File: src/rtl/playseq_pkg.sv
// playseq_pkg: state codes, debounce defaults and the one-hot helper
// shared by the PlaySeq button-input conditioner.
package playseq_pkg;

    typedef enum logic [2:0] {
        OCIOSO       = 3'd0,
        FILTRA_PRESS = 3'd1,
        ACEITA       = 3'd2,
        ESPERA_SOLTA = 3'd3,
        FILTRA_SOLTA = 3'd4
    } estado_t;

    localparam int DEBOUNCE_DEFAULT = 1000;
    localparam int CNT_W_DEFAULT    = 10;

    function automatic logic one_hot4(input logic [3:0] p);
        return (p != 4'b0000) && ((p & (p - 4'd1)) == 4'b0000);
    endfunction

endpackage

File: src/rtl/playseq_sincronizador.sv
// playseq_sincronizador: per-bit input synchroniser.
// PLAYSEQ_SYNC2_EN selects a 2-flop chain; otherwise a single flop.
module playseq_sincronizador #(
    parameter int W = 4
) (
    input  logic         clock,
    input  logic         reset,
    input  logic [W-1:0] d,
    output logic [W-1:0] q
);

`ifdef PLAYSEQ_SYNC2_EN
    logic [W-1:0] meta;

    always_ff @(posedge clock or negedge reset) begin
        if (!reset) begin
            meta <= '0;
            q    <= '0;
        end else begin
            meta <= d;
            q    <= meta;
        end
    end
`else
    always_ff @(posedge clock or negedge reset) begin
        if (!reset) begin
            q <= '0;
        end else begin
            q <= d;
        end
    end
`endif

endmodule

File: src/rtl/playseq_detector_jogada.sv
// playseq_detector_jogada: debounces the four player buttons and reports
// one accepted press per release. Synchroniser depth set by PLAYSEQ_SYNC2_EN.
module playseq_detector_jogada
    import playseq_pkg::*;
#(
    parameter int DEBOUNCE_CYCLES = DEBOUNCE_DEFAULT,
    parameter int CNT_W           = CNT_W_DEFAULT
) (
    input  logic       clock,
    input  logic       reset,
    input  logic       habilita,
    input  logic       limpa,
    input  logic [3:0] botoes,
    output logic       tem_jogada,
    output logic [3:0] jogada,
    output logic       jogada_invalida,
    output logic [2:0] db_estado
);

    localparam logic [CNT_W-1:0] CNT_FIM = CNT_W'(DEBOUNCE_CYCLES - 1);
    localparam logic [CNT_W-1:0] CNT_MAX = '1;
    localparam logic [CNT_W-1:0] CNT_UM  = CNT_W'(1);

    logic [3:0]       b_s;
    estado_t          estado_q, estado_d;
    logic [CNT_W-1:0] cnt_q, cnt_d, cnt_inc;
    logic [3:0]       padrao_q, padrao_d;
    logic [3:0]       jogada_d;
    logic             inval_d;

    playseq_sincronizador #(.W(4)) u_sinc (
        .clock (clock),
        .reset (reset),
        .d     (botoes),
        .q     (b_s)
    );

    assign cnt_inc   = (cnt_q == CNT_MAX) ? cnt_q : cnt_q + CNT_UM;
    assign db_estado = estado_q;

    always_ff @(posedge clock or negedge reset) begin
        if (!reset) begin
            estado_q        <= OCIOSO;
            cnt_q           <= '0;
            padrao_q        <= '0;
            jogada          <= '0;
            jogada_invalida <= 1'b0;
        end else begin
            estado_q        <= estado_d;
            cnt_q           <= cnt_d;
            padrao_q        <= padrao_d;
            jogada          <= jogada_d;
            jogada_invalida <= inval_d;
        end
    end

    always_comb begin
        estado_d   = estado_q;
        cnt_d      = cnt_q;
        padrao_d   = padrao_q;
        jogada_d   = jogada;
        inval_d    = jogada_invalida;
        tem_jogada = 1'b0;

        // ACEITA below overrides a coincident clear
        if (limpa) begin
            jogada_d = '0;
            inval_d  = 1'b0;
        end

        case (estado_q)
            OCIOSO: begin
                cnt_d = '0;
                if (b_s != 4'b0000) begin
                    if (habilita) begin
                        padrao_d = b_s;
                        estado_d = FILTRA_PRESS;
                    end else begin
                        estado_d = ESPERA_SOLTA;
                    end
                end
            end
            FILTRA_PRESS: begin
                if (b_s == 4'b0000) begin
                    estado_d = OCIOSO;
                    cnt_d    = '0;
                end else if (b_s != padrao_q) begin
                    padrao_d = b_s;
                    cnt_d    = '0;
                end else if (cnt_q >= CNT_FIM) begin
                    estado_d = ACEITA;
                    cnt_d    = '0;
                end else begin
                    cnt_d = cnt_inc;
                end
            end
            ACEITA: begin
                tem_jogada = 1'b1;
                jogada_d   = padrao_q;
                inval_d    = !one_hot4(padrao_q);
                estado_d   = ESPERA_SOLTA;
                cnt_d      = '0;
            end
            ESPERA_SOLTA: begin
                cnt_d = '0;
                if (b_s == 4'b0000) begin
                    estado_d = FILTRA_SOLTA;
                end
            end
            FILTRA_SOLTA: begin
                if (b_s != 4'b0000) begin
                    estado_d = ESPERA_SOLTA;
                    cnt_d    = '0;
                end else if (cnt_q >= CNT_FIM) begin
                    estado_d = OCIOSO;
                    cnt_d    = '0;
                end else begin
                    cnt_d = cnt_inc;
                end
            end
            default: begin
                estado_d = OCIOSO;
                cnt_d    = '0;
            end
        endcase
    end

endmodule

File: config.mk
export PLATFORM = sky130hd
export DESIGN_NAME = playseq_detector_jogada
export DESIGN_NICKNAME = d
export VERILOG_FILES = /design/src/rtl/playseq_pkg.sv /design/src/rtl/playseq_sincronizador.sv /design/src/rtl/playseq_detector_jogada.sv
export SDC_FILE = /design/constraint.sdc
export NUM_CORES = 1
export LEC_CHECK = 0
export ABC_AREA = 1
export BUFFER_PORTS_ARGS = -buffer_cell sky130_fd_sc_hd__buf_2
export CAP_MARGIN = 15
export CORE_MARGIN = 1.5
export CORE_UTILIZATION = 55
export CTS_CLUSTER_SIZE = 16
export DETAILED_ROUTE_END_ITERATION = 12
export HOLD_SLACK_MARGIN = 0.03
export PLACE_DENSITY = 0.76
export SYNTH_ARGS = -nofsm -noshare
export SYNTH_HDL_FRONTEND = slang
export SYNTH_SLANG_ARGS = --single-unit
File: constraint.sdc
create_clock -name clock -period 4.05 [get_ports clock]
set_clock_uncertainty 0.1 [all_clocks]
set_input_delay 0.2025 -clock clock [delete_from_list [all_inputs] [get_ports clock]]
set_output_delay 0.2025 -clock clock [all_outputs]
set_load 0.01 [all_outputs]
# Yosys cells after proc, flatten, opt, wreduce, memory -nomap -nowiden

Cells that the tools add are included.

Word-level logic and storage cells: 60
Bits in registers: 26
Output and inout bits: 9

$lt $le $gt $ge: 1
Reductions and logical operators: 11
Equality and inequality tests: 14
Bitwise gates (word level): 1
Muxes and demuxes: 25
Add/subtract/negate cells: 2

Operator list:

| operator              | count |
|---|---|
| $mux 10               | 5 |
| $mux 4                | 6 |
| $mux 3                | 7 |
| $pmux 10 s2           | 1 |
| $pmux 3 s5            | 1 |
| $add 10x1->10 const B | 1 |
| $eq 10x10->1 const B  | 1 |
| $ge 10x10->1 const B  | 1 |
| $ne 2x2->1 const B    | 5 |
| $reduce_and 5->1      | 2 |
| $ne 3x3->1 const B    | 3 |
| $logic_not 4->1       | 2 |
| $pmux 4 s2            | 1 |
| $reduce_bool 4->1     | 2 |
| $eq 3x2->1 const B    | 2 |
| $and 4x4->4           | 1 |
| $ne 4x4->1            | 1 |
| $reduce_bool 2->1     | 2 |
| $sub 4x1->4 const B   | 1 |
| $eq 3x1->1 const B    | 1 |
| $eq 3x3->1 const B    | 1 |
| $logic_not 3->1       | 1 |
| $mux 1                | 3 |
| $mux 2                | 1 |
| other kinds (2)       | 2 |

# Depth between registers and ports, before layout

Gate-level depths: netlist of the first run.

Word-level depth: 6
Gate-level depth with buffers: 11
Mapped depth without buffers: 11

# By module

A second synthesis of the first run with hierarchy kept.

Cell total of the unflattened synthesis: 177
Area, all modules: 1352.5 sq um

By module, submodules not included:

| module                  | times used | cells each | area each (sq um) |
|---|---|---|---|
| playseq_detector_jogada | 1          | 173        | 1252.5 |
| playseq_sincronizador   | 1          | 4          | 100.1 |

# Least setup slack after synthesis of the first run

OpenSTA, ideal clock, no wires.

Path type: flip-flop to flip-flop
Start: reg cnt_q[0]
End: reg cnt_q[3]
Data arrival time: 1.329 ns
Period minus slack after synthesis: 1.553 ns
Cell stages (with the launch flop): 10
Data required time: 3.826 ns
Setup slack: 2.497 ns
Cells stage by stage: dfrtp_1 > ha_1 > nand2_1 > inv_2 > nand2_1 > nor2_1 > nand2_1 > inv_1 > nor3b_1 > nor2_2

Word-level cells in the longest chain between the ends: 6
Elaborated cells on any way between the ends: 9

RTL lines:

| element                                              | line                                                          | text |
|---|---|---|
| from (decl)                                          | playseq_detector_jogada.sv:26                                 | `logic [CNT_W-1:0] cnt_q, cnt_d, cnt_inc;` |
| from (signal assigned)                               | playseq_detector_jogada.sv:50                                 | `cnt_q <= cnt_d;` |
| $add 10x1->10 / $eq 10x10->1 (equally long branches) | playseq_detector_jogada.sv:38                                 | `assign cnt_inc = (cnt_q == CNT_MAX) ? cnt_q : cnt_q + CNT_UM;` |
| $mux 10                                              | playseq_detector_jogada.sv:38                                 |  |
| $mux 10 (*)                                          | playseq_detector_jogada.sv:90, playseq_detector_jogada.sv:114 |  |
| $mux 10                                              | playseq_detector_jogada.sv:87                                 | `end else if (b_s != padrao_q) begin` |
| $mux 10                                              | playseq_detector_jogada.sv:84                                 | `if (b_s == 4'b0000) begin` |
| $pmux 10 s2 (*)                                      | playseq_detector_jogada.sv:71                                 | `case (estado_q)` |
| net cnt_d[3]                                         | playseq_detector_jogada.sv:26                                 |  |

The timed path passes the listed nets; every way through them passes the cells marked *.
A chain may end at the register's enable or synchronous reset.

# Worst setup path after layout of the first run

Start: reg cnt_q[0]
End: reg cnt_q[8]

Same word-level chain as after synthesis.

==> results of run 1 <==
## cell type report
type / instances / area share (%)
Clock buffer: 4 / 2.32
Inverter: 24 / 5.75
Multi-Input combinational cell: 126 / 39.9
Sequential cell: 26 / 41.5
Tap cell: 28 / 2.24
Timing Repair Buffer: 21 / 8.31
## stage by stage
step	cell area (um2)	util [%]	hold slack [ps]	total power [mW]	worst slack, ps
after CTS	1570	68.2	79.2	0.891	2240
final	1570	68.2	92.6	0.886	2240
after detailed placement	1480	64.4	121	0.757	2270
after global routing	1570	68.2	89.3	0.962	2140
after global placement	1480	64.4	117	0.748	2330
after floorplan	1380	-	-193	0.651	2500
## cells in the mapped netlist
| cell | count | area share (%) |
|---|---|---|
| nand2_1 | 50 | 14 |
| dfrtp_1 | 26 | 47 |
| nor2_1 | 23 | 6.3 |
| inv_1 | 18 | 4.9 |
| nor2_2 | 14 | 6.4 |
| nand3_1 | 8 | 2.9 |
| inv_2 | 6 | 1.6 |
| o22ai_1 | 5 | 2.3 |
| o21ai_1 | 4 | 1.5 |
| o21ai_0 | 3 | 1.1 |
| xnor2_1 | 3 | 1.9 |
| a21oi_1 | 2 | 0.73 |
| nand3_2 | 2 | 1.5 |
| nand4_1 | 2 | 0.91 |
| nor3b_1 | 2 | 1.1 |
| buf_6 | 1 | 0.82 |
| ha_1 | 1 | 0.91 |
| nand3b_1 | 1 | 0.55 |
| nor2_4 | 1 | 0.82 |
| o211ai_1 | 1 | 0.55 |
| o21a_1 | 1 | 0.55 |
| o21bai_2 | 1 | 0.82 |
| or2_2 | 1 | 0.45 |
| xor2_1 | 1 | 0.64 |
## power groups by stage
stage,logic (mW),registers (mW),clock network [mW]
4_1_cts,0.385,0.374,0.133
2_1_floorplan,0.260,0.391,0
3_5_place_dp,0.378,0.378,0
5_1_grt,0.440,0.382,0.141
3_3_place_gp,0.373,0.375,0
6_report,0.383,0.375,0.129
## what timing repair did
item / CTS / global route
endpoints found under the setup margin: 0 / 0
endpoints found under the hold margin: 30 / 0
hold buffers: 5 / 0
## state kept, by name (all words and copies together) (netlist names)
name / count
u_sinc.q: 4
padrao_q: 4
jogada: 4
db_estado: 3
cnt_q: 10
jogada_invalida: 1
## path summary, 6_finish.rpt
kind	slack, ps	to	depth (start not counted)	startpoint
max in group asynchronous	3200	jogada[1]	2	reset
min	90	jogada[1]	3	limpa
min reg2reg	440	jogada[2]	2	jogada[2]
min in group asynchronous	270	padrao_q[3]	2	reset
max	2240	cnt_q[8]	7	cnt_q[0]
max reg2reg	2240	cnt_q[8]	7	cnt_q[0]
## cells by family after synthesis
| group | share of synthesized area [%] |
|---|---|
| AO/OA/AOI/OAI | 7.45 |
| XOR/XNOR | 2.55 |
| adder cells (fa/ha/maj) | 0.909 |
| buffers and inverters | 7.36 |
| flip-flops | 47.3 |
| AND/OR/NAND/NOR | 34.5 |
## layer usage
layer / vias up / global-route usage (%) / routed length [um] / part of all wire [%]
li1: 606 / - / - / -
met1: 530 / 24.7 / 1140 / 46
met2: 12 / 38.1 / 1270 / 51
met3: 5 / 3.39 / 37 / 1.5
met4: 0 / 7.69 / 38 / 1.5
met5: - / 0 / 0 / 0
## critical path, stage by stage (launching register included)
cell and delay (ps):
dfrtp_1 420, ha_1 180, nand2_1 80, nand2_1 90
nand3_2 110, nand2_1 140, o21a_1 510, nor2_2 50
==> results.md, run 1 <==
* Status: complete, no violations
* Max-slew violations at 0
* Clock network power share at 14.6%
* Layout cells sized above 1 at 22.4%
* GRT Util Overall at 21.0%
* Vias in the first global route at 1,112
* Clock buffer depth at 2
* WP data required at 4150 ps
* CP arrival at around 1900 ps
* Worst Max-Slew Pin Slew at 568 ps
* Dpl cells at 220
* Setup violators final at 0
* CTS resizes at 0
* Final WL at about 2500 um
* Initial Utilization at 59.9%
* Commonest cells after routing, fill and taps aside: 50 x nand2_1, 26 x dfrtp_1, 23 x nor2_1
* Die width at 53.0 um
* Setup TNS at 0 ps
* First drt pass iteration count at 4
* Fillcell total at 198
* Synthesized net count at roughly 190
* Static leakage at 0.796 nW
* DRC viols at 0
* Switching share of power at 41.1%
* Core area at 2300 um2
* Grt ovf at 0
* Psw at 364 uW
* CTS HTree Levels at 1
* Post-CTS Setup Inserts at 0
* Crit end category: register
* Worst-path clk slew at between 100 and 150 ps
* Hold Path Class: in2reg
* Die ar. at 2810 um2
* RSZ-0062 raised after global routing: false
* Syn. warnings at 0
* Area grow syn2layout at 13.8%
* Synth Cell Area at 1380 um2
* Max Cap Viol at 0
* DR WL/cell at 10.9 um
* Vias per cell at 5.03
* Final Non-Filler Cells at 229
* Comb pwr share at 43.2%
* Post-layout net count at around 210
* Pint at 522 uW
* Crit Path Class: reg2reg
* Reg power frac at 42.3%
* N_diodes at 0
* Crit path max fanout at 10
* Die height at 53.0 um
* Cells after synthesis at around 180
* Max Freq at around 550 MHz
* CTS Buf Count at 3
* Via count at 1,153
* Antenna-violating nets left at 0
* Clk root buf: clkbuf_4
* Final min period at 1810 ps
* Iter 0 DRT Violations at 22
* Initial antenna violation count at 0
* First-pass GRT wire length at 4290 um
* Final period util at 44.6%
* I/O pin count at 17
* Area of the multi-input gates at 624 um2
* Seq/Total Area, Yosys at between 40% and 50%
* Number of buffers added on ports at 16
* Hold Vio Cnt, Final at 0
* Type of origin of the critical path: register
* Placer Congestion at 0.823
* Worst vdd rail ir drop at 0.000373 V
* Num rows at 17
* Avg Synthesized Cell Area at 7.78 um2
* Pwr dens at 566 nW/um2
* CTS tree: yes
* Most common cell after layout, fill and taps aside: nand2_1
* Clk sinks at 26
* Largest net degree at the start of global routing at 27
* Slew HR at 62.1%
* Unique cell type count in the Yosys netlist at 24
* Post-DP HPWL at approximately 1900 um
* Synth Register Bits at 26
* Clk_lat worst skew at 320 ps
* Register area at 651 um2
(Power assumes the default switching activity.)
==> inputs of run 2 (changes only) <==
==> constraint.sdc (replaced) <==
create_clock -name clock -period 1.8 [get_ports clock]
set_clock_uncertainty 0.1 [all_clocks]
set_input_delay 0.09 -clock clock [delete_from_list [all_inputs] [get_ports clock]]
set_output_delay 0.09 -clock clock [all_outputs]
set_load 0.01 [all_outputs]
==> run 2 against run 1 <==
  * Critical path depth increased by 2
  * First-iteration DRC count decreased by 23%
  * Via count increased by 1.0%
  * Clock power increased by 130%
  * Critical path type unchanged
  * Sequential power increased by 120%
  * Sequential share of layout area decreased by 0.62 points
  * Power increased by 130%
  * Combinational power increased by 130%
  * Hold slack improved by 11 ps
  * Final cell count increased by 0.87%
  * Cell area increased by 1.5%
==> results.md, run 2 (same netlist as run 1, synthesis figures left out) <==
* Clock buffer depth at 2
* Die ar. at around 2800 um2
* CTS tree: yes
* Post-layout net count at 213
* Setup TNS at 0 ps
* Design Area, Final at 1590 um2
* WP data required at 1910 ps
* Fillcell total at 192
* First drt pass iteration count at 4
* Dpl cells at 221
* Post-DP HPWL at 1920 um
* Setup violators final at 0
* Initial Utilization at 59.9%
* Max-slew violations at 0
* First-pass GRT wire length at 4510 um
* Die width at about 53 um
* Antenna-violating nets left at 0
* Final min period at approximately 1600 ps
* Most flops, register: cnt_q
* Vias per cell at ~5
* I/O pin count at 17
* Most common cell after layout, fill and taps aside: nand2_1
* Via count at 1,165
* Final Non-Filler Cells at 231
* Number of buffers added on ports at 16
* Area of the multi-input gates at 631 um2
* Placer Congestion at ~0.87
* Max Cap Viol at 0
* Layout cells sized above 1 at about a quarter
* Status: complete, no violations
* Post-CTS Setup Inserts at 0
* Clk sinks at 26
* Static leakage at 0.806 nW
* CTS HTree Levels at 1
* CP arrival at 1750 ps
* Max reg flops at 10
* Pwr dens at 1260 nW/um2
* RSZ-0062 raised after global routing: false
* Area grow syn2layout at 15.5%
* Worst vdd rail ir drop at 0.00104 V
* Initial antenna violation count at 0
* GRT Util Overall at 22.0%
* Final worst slack at 161 ps
* Crit Path Class: reg2reg
* Setup slack at placement at between 80 and 90 ps
* Num rows at 17
* Final period util at 91.0%
* Clk root buf: clkbuf_4
* Grt ovf at 0
* N_diodes at 0
* Worst-path clk slew at 130 ps
* Core area at 2300 um2
* DR WL/cell at 11.4 um
* Iter 0 DRT Violations at 17
* Register area at ~650 um2
* Vias in the first global route at 1,111
* Largest net degree at the start of global routing at 27
* CTS Buf Count at 3
* Die height at 53.0 um
* Clk_lat worst skew at about 320 ps
* Max Freq at 610 MHz
* Hold Path Class: in2reg
* Type of origin of the critical path: register
* Commonest cells after routing, fill and taps aside: 50 x nand2_1, 26 x dfrtp_1, 23 x nor2_1
* DRC viols at 0
* Hold Vio Cnt, Final at 0
* Worst Max-Slew Pin Slew at 546 ps
* Slew HR at between 60% and 70%
* Area after DPL at 1490 um2
* Final WL at 2640 um
* Crit end category: register
* Crit path max fanout at 5
-- run 2: power by group --
part	total (mW)	leakage (nW)	switching, mW	internal [mW]
Combinational	0.875	0.445	0.547	0.329
Clock	0.291	0.0210	0.167	0.124
Sequential	0.840	0.340	0.115	0.725
-- run 2: path summary, 6_finish.rpt --
path                       startpoint           end  slack (ps)  cells past startpoint
max in group asynchronous       reset      cnt_q[3]        1050                      2
hold reg to reg             jogada[2]     jogada[2]         440                      2
setup reg to reg             cnt_q[0]      cnt_q[3]         160                      9
setup / recovery             cnt_q[0]      cnt_q[3]         160                      9
min in group asynchronous       reset     jogada[2]         180                      2
hold / removal               habilita  db_estado[1]         100                      5
-- run 2: through the flow --
stage	util, %	total power, mW	hold WS (ps)
6_report	69.2	2.01	103
5_1_grt	69.2	2.18	137
4_1_cts	69.0	2.01	85.6
3_5_place_dp	64.8	1.71	7.74
3_3_place_gp	64.8	1.69	-1.98
2_1_floorplan	-	1.47	-306
-- run 2: layout make-up --
type | instances | area share (%)
sequential | 26 | 40.9
multi-input combinational | 126 | 39.7
timing repair buffer | 23 | 9.28
inverter | 24 | 5.66
clock buffer | 4 | 2.28
tap | 28 | 2.20
-- run 2: critical path, cell delays in order, from the launching register on --
cell and delay (ps):
dfrtp_1 430, ha_1 210, nand2_1 90, inv_2 50, nand2_1 90, nor2_1 70, nand2_1 160, inv_2 100
nor3b_2 190, nor2_2 60
-- run 2: metal layers --
metal | GRT usage [%] | wire, um
met1 | 26.9 | 1210
met3 | 3.11 | 60
met4 | 8.12 | 31
met2 | 39.0 | 1330
met5 | 0 | 0
-- run 2: what timing repair did --
item / 4_1_cts / 5_1_grt
hold buffers: 6 / 0
hold endpoints to repair: 35 / 0
setup endpoints to repair: 0 / 10
resized for setup: 0 / 3
==> inputs of run 3 (changes only) <==
--- a/config.mk
+++ b/config.mk
@@ -14,6 +14,7 @@
 export DETAILED_ROUTE_END_ITERATION = 12
 export HOLD_SLACK_MARGIN = 0.03
 export PLACE_DENSITY = 0.76
+export RECOVER_POWER = 100
 export SYNTH_ARGS = -nofsm -noshare
 export SYNTH_HDL_FRONTEND = slang
 export SYNTH_SLANG_ARGS = --single-unit
==> run 3 against run 2 <==
  * Power decreased by 1.7%
  * Hold slack improved by 2.0 ps
  * Utilization decreased by 0.87 points
  * Global-route usage unchanged
  * Largest cell class unchanged
  * Highest routed layer unchanged
==> results.md, run 3 (same netlist as run 1, synthesis figures left out) <==
* Antenna-violating nets left at 0
* Setup violators final at 0
* Clk root buf: clkbuf_4
* Clock buffer depth at 2
* Most common cell after layout, fill and taps aside: nand2_1
* Static leakage at approximately 0.77 nW
* Post-CTS Setup Inserts at 0
* Max reg flops at 10
* Slew HR at a little under an eighth
* Crit end category: register
* Most flops, register: cnt_q
* Grt ovf at 0
* Clk sinks at 26
* CP arrival at 1760 ps
* Iter 0 DRT Violations at 26
* Final worst slack at 150 ps
* CTS Buf Count at 3
* Area grow syn2layout at 14.1%
* Max Cap Viol at 0
* Core area at 2300 um2
* DR WL/cell at 11.5 um
* Register-to-Register Setup Slack at 150 ps
* Max Freq at between 600 and 700 MHz
* Status: complete, no violations
* N_diodes at 0
* Die height at 53.0 um
* I/O pin count at 17
* Worst Max-Slew Pin Slew at roughly 1300 ps
* Post-layout net count at 213
* Setup slack at placement at 87.2 ps
* Hold Path Class: in2reg
* CTS tree: yes
* Via count at 1,176
* Dpl cells at 221
* Vias per cell at 5.09
* Final WL at 2650 um
* Fillcell total at 198
* Initial Utilization at 59.9%
* GRT Util Overall at 22.0%
* Final min period at 1650 ps
* Initial antenna violation count at 0
* Worst vdd rail ir drop at 0.00104 V
* Pwr dens at 1260 nW/um2
* Vias in the first global route at around 1,100
* Die ar. at approximately 2800 um2
* RSZ-0062 raised after global routing: false
* Number of buffers added on ports at 16
* WP data required at 1910 ps
* Largest net degree at the start of global routing at 27
* First drt pass iteration count at 4
* Placer Congestion at 0.874
* Hold Vio Cnt, Final at 0
* Setup TNS at 0 ps
* Final Non-Filler Cells at 231
* Crit path max fanout at 5
* Max-slew violations at 0
* Type of origin of the critical path: register
* Worst-path clk slew at 130 ps
* Final period util at 91.7%
* Clk_lat worst skew at 320 ps
* Die width at 53.0 um
* Post-DP HPWL at 1920 um
* First-pass GRT wire length at 4510 um
* Commonest cells after routing, fill and taps aside: 50 x nand2_1, 26 x dfrtp_1, 24 x nor2_1
* Layout cells sized above 1 at between 10% and 20%
* Crit Path Class: reg2reg
* CTS HTree Levels at 1
* Num rows at 17
* DRC viols at 0
[run 3: per-stage QoR]
step | power, mW | hold WS (ps) | cell area [um2] | util, %
after global routing | 2.14 | 137 | 1570 | 68.4
after detailed placement | 1.71 | 7.74 | 1490 | 64.8
final | 1.97 | 105 | 1570 | 68.4
after CTS | 2.01 | 85.6 | 1580 | 69.0
after floorplan | 1.47 | -306 | 1380 | -
after global placement | 1.69 | -1.98 | 1490 | 64.8
[run 3: power by group]
| group | switching [mW] | leakage (nW) | total (mW) | internal, mW |
|---|---|---|---|---|
| combinational | 0.540 | 0.411 | 0.836 | 0.297 |
| clock | 0.167 | 0.0210 | 0.290 | 0.124 |
| sequential | 0.119 | 0.340 | 0.844 | 0.725 |
[run 3: final timing paths]
path	from	endpoint	depth (start not counted)
max	cnt_q[0]	cnt_q[3]	9
min	habilita	db_estado[1]	5
max reg2reg	cnt_q[0]	cnt_q[3]	9
min reg2reg	jogada[2]	jogada[2]	2
max in group asynchronous	reset	cnt_q[3]	2
min in group asynchronous	reset	padrao_q[0]	2
[run 3: layer usage]
layer	routed length (um)	global-route usage, %
met5	0	0
met4	34	8.12
met3	70	3.11
met2	1330	39.0
met1	1210	26.9
[run 3: worst max-delay path, stage by stage, from the launching register on]
cell     delay, ps
dfrtp_1        430
ha_1           210
nand2_1         70
inv_1           70
nand2_1        100
nor2_1          70
nand2_1        160
inv_2          100
nor3b_2        190
nor2_2          60
[run 3: what timing repair did]
action | 4_1_cts | 5_1_grt
hold buffers | 6 | 0
resized for setup | 0 | 3
endpoints found under the setup margin | 0 | 10
endpoints found under the hold margin | 35 | 0
[run 3: cell type report]
type                       instances  area [um2]  area share (%)
clock buffer                       4        36.3            2.31
inverter                          24        90.1            5.74
multi-input combinational        126         623            39.7
timing repair buffer              23         135            8.61
sequential                        26         651            41.4
tap                               28        35.0            2.23
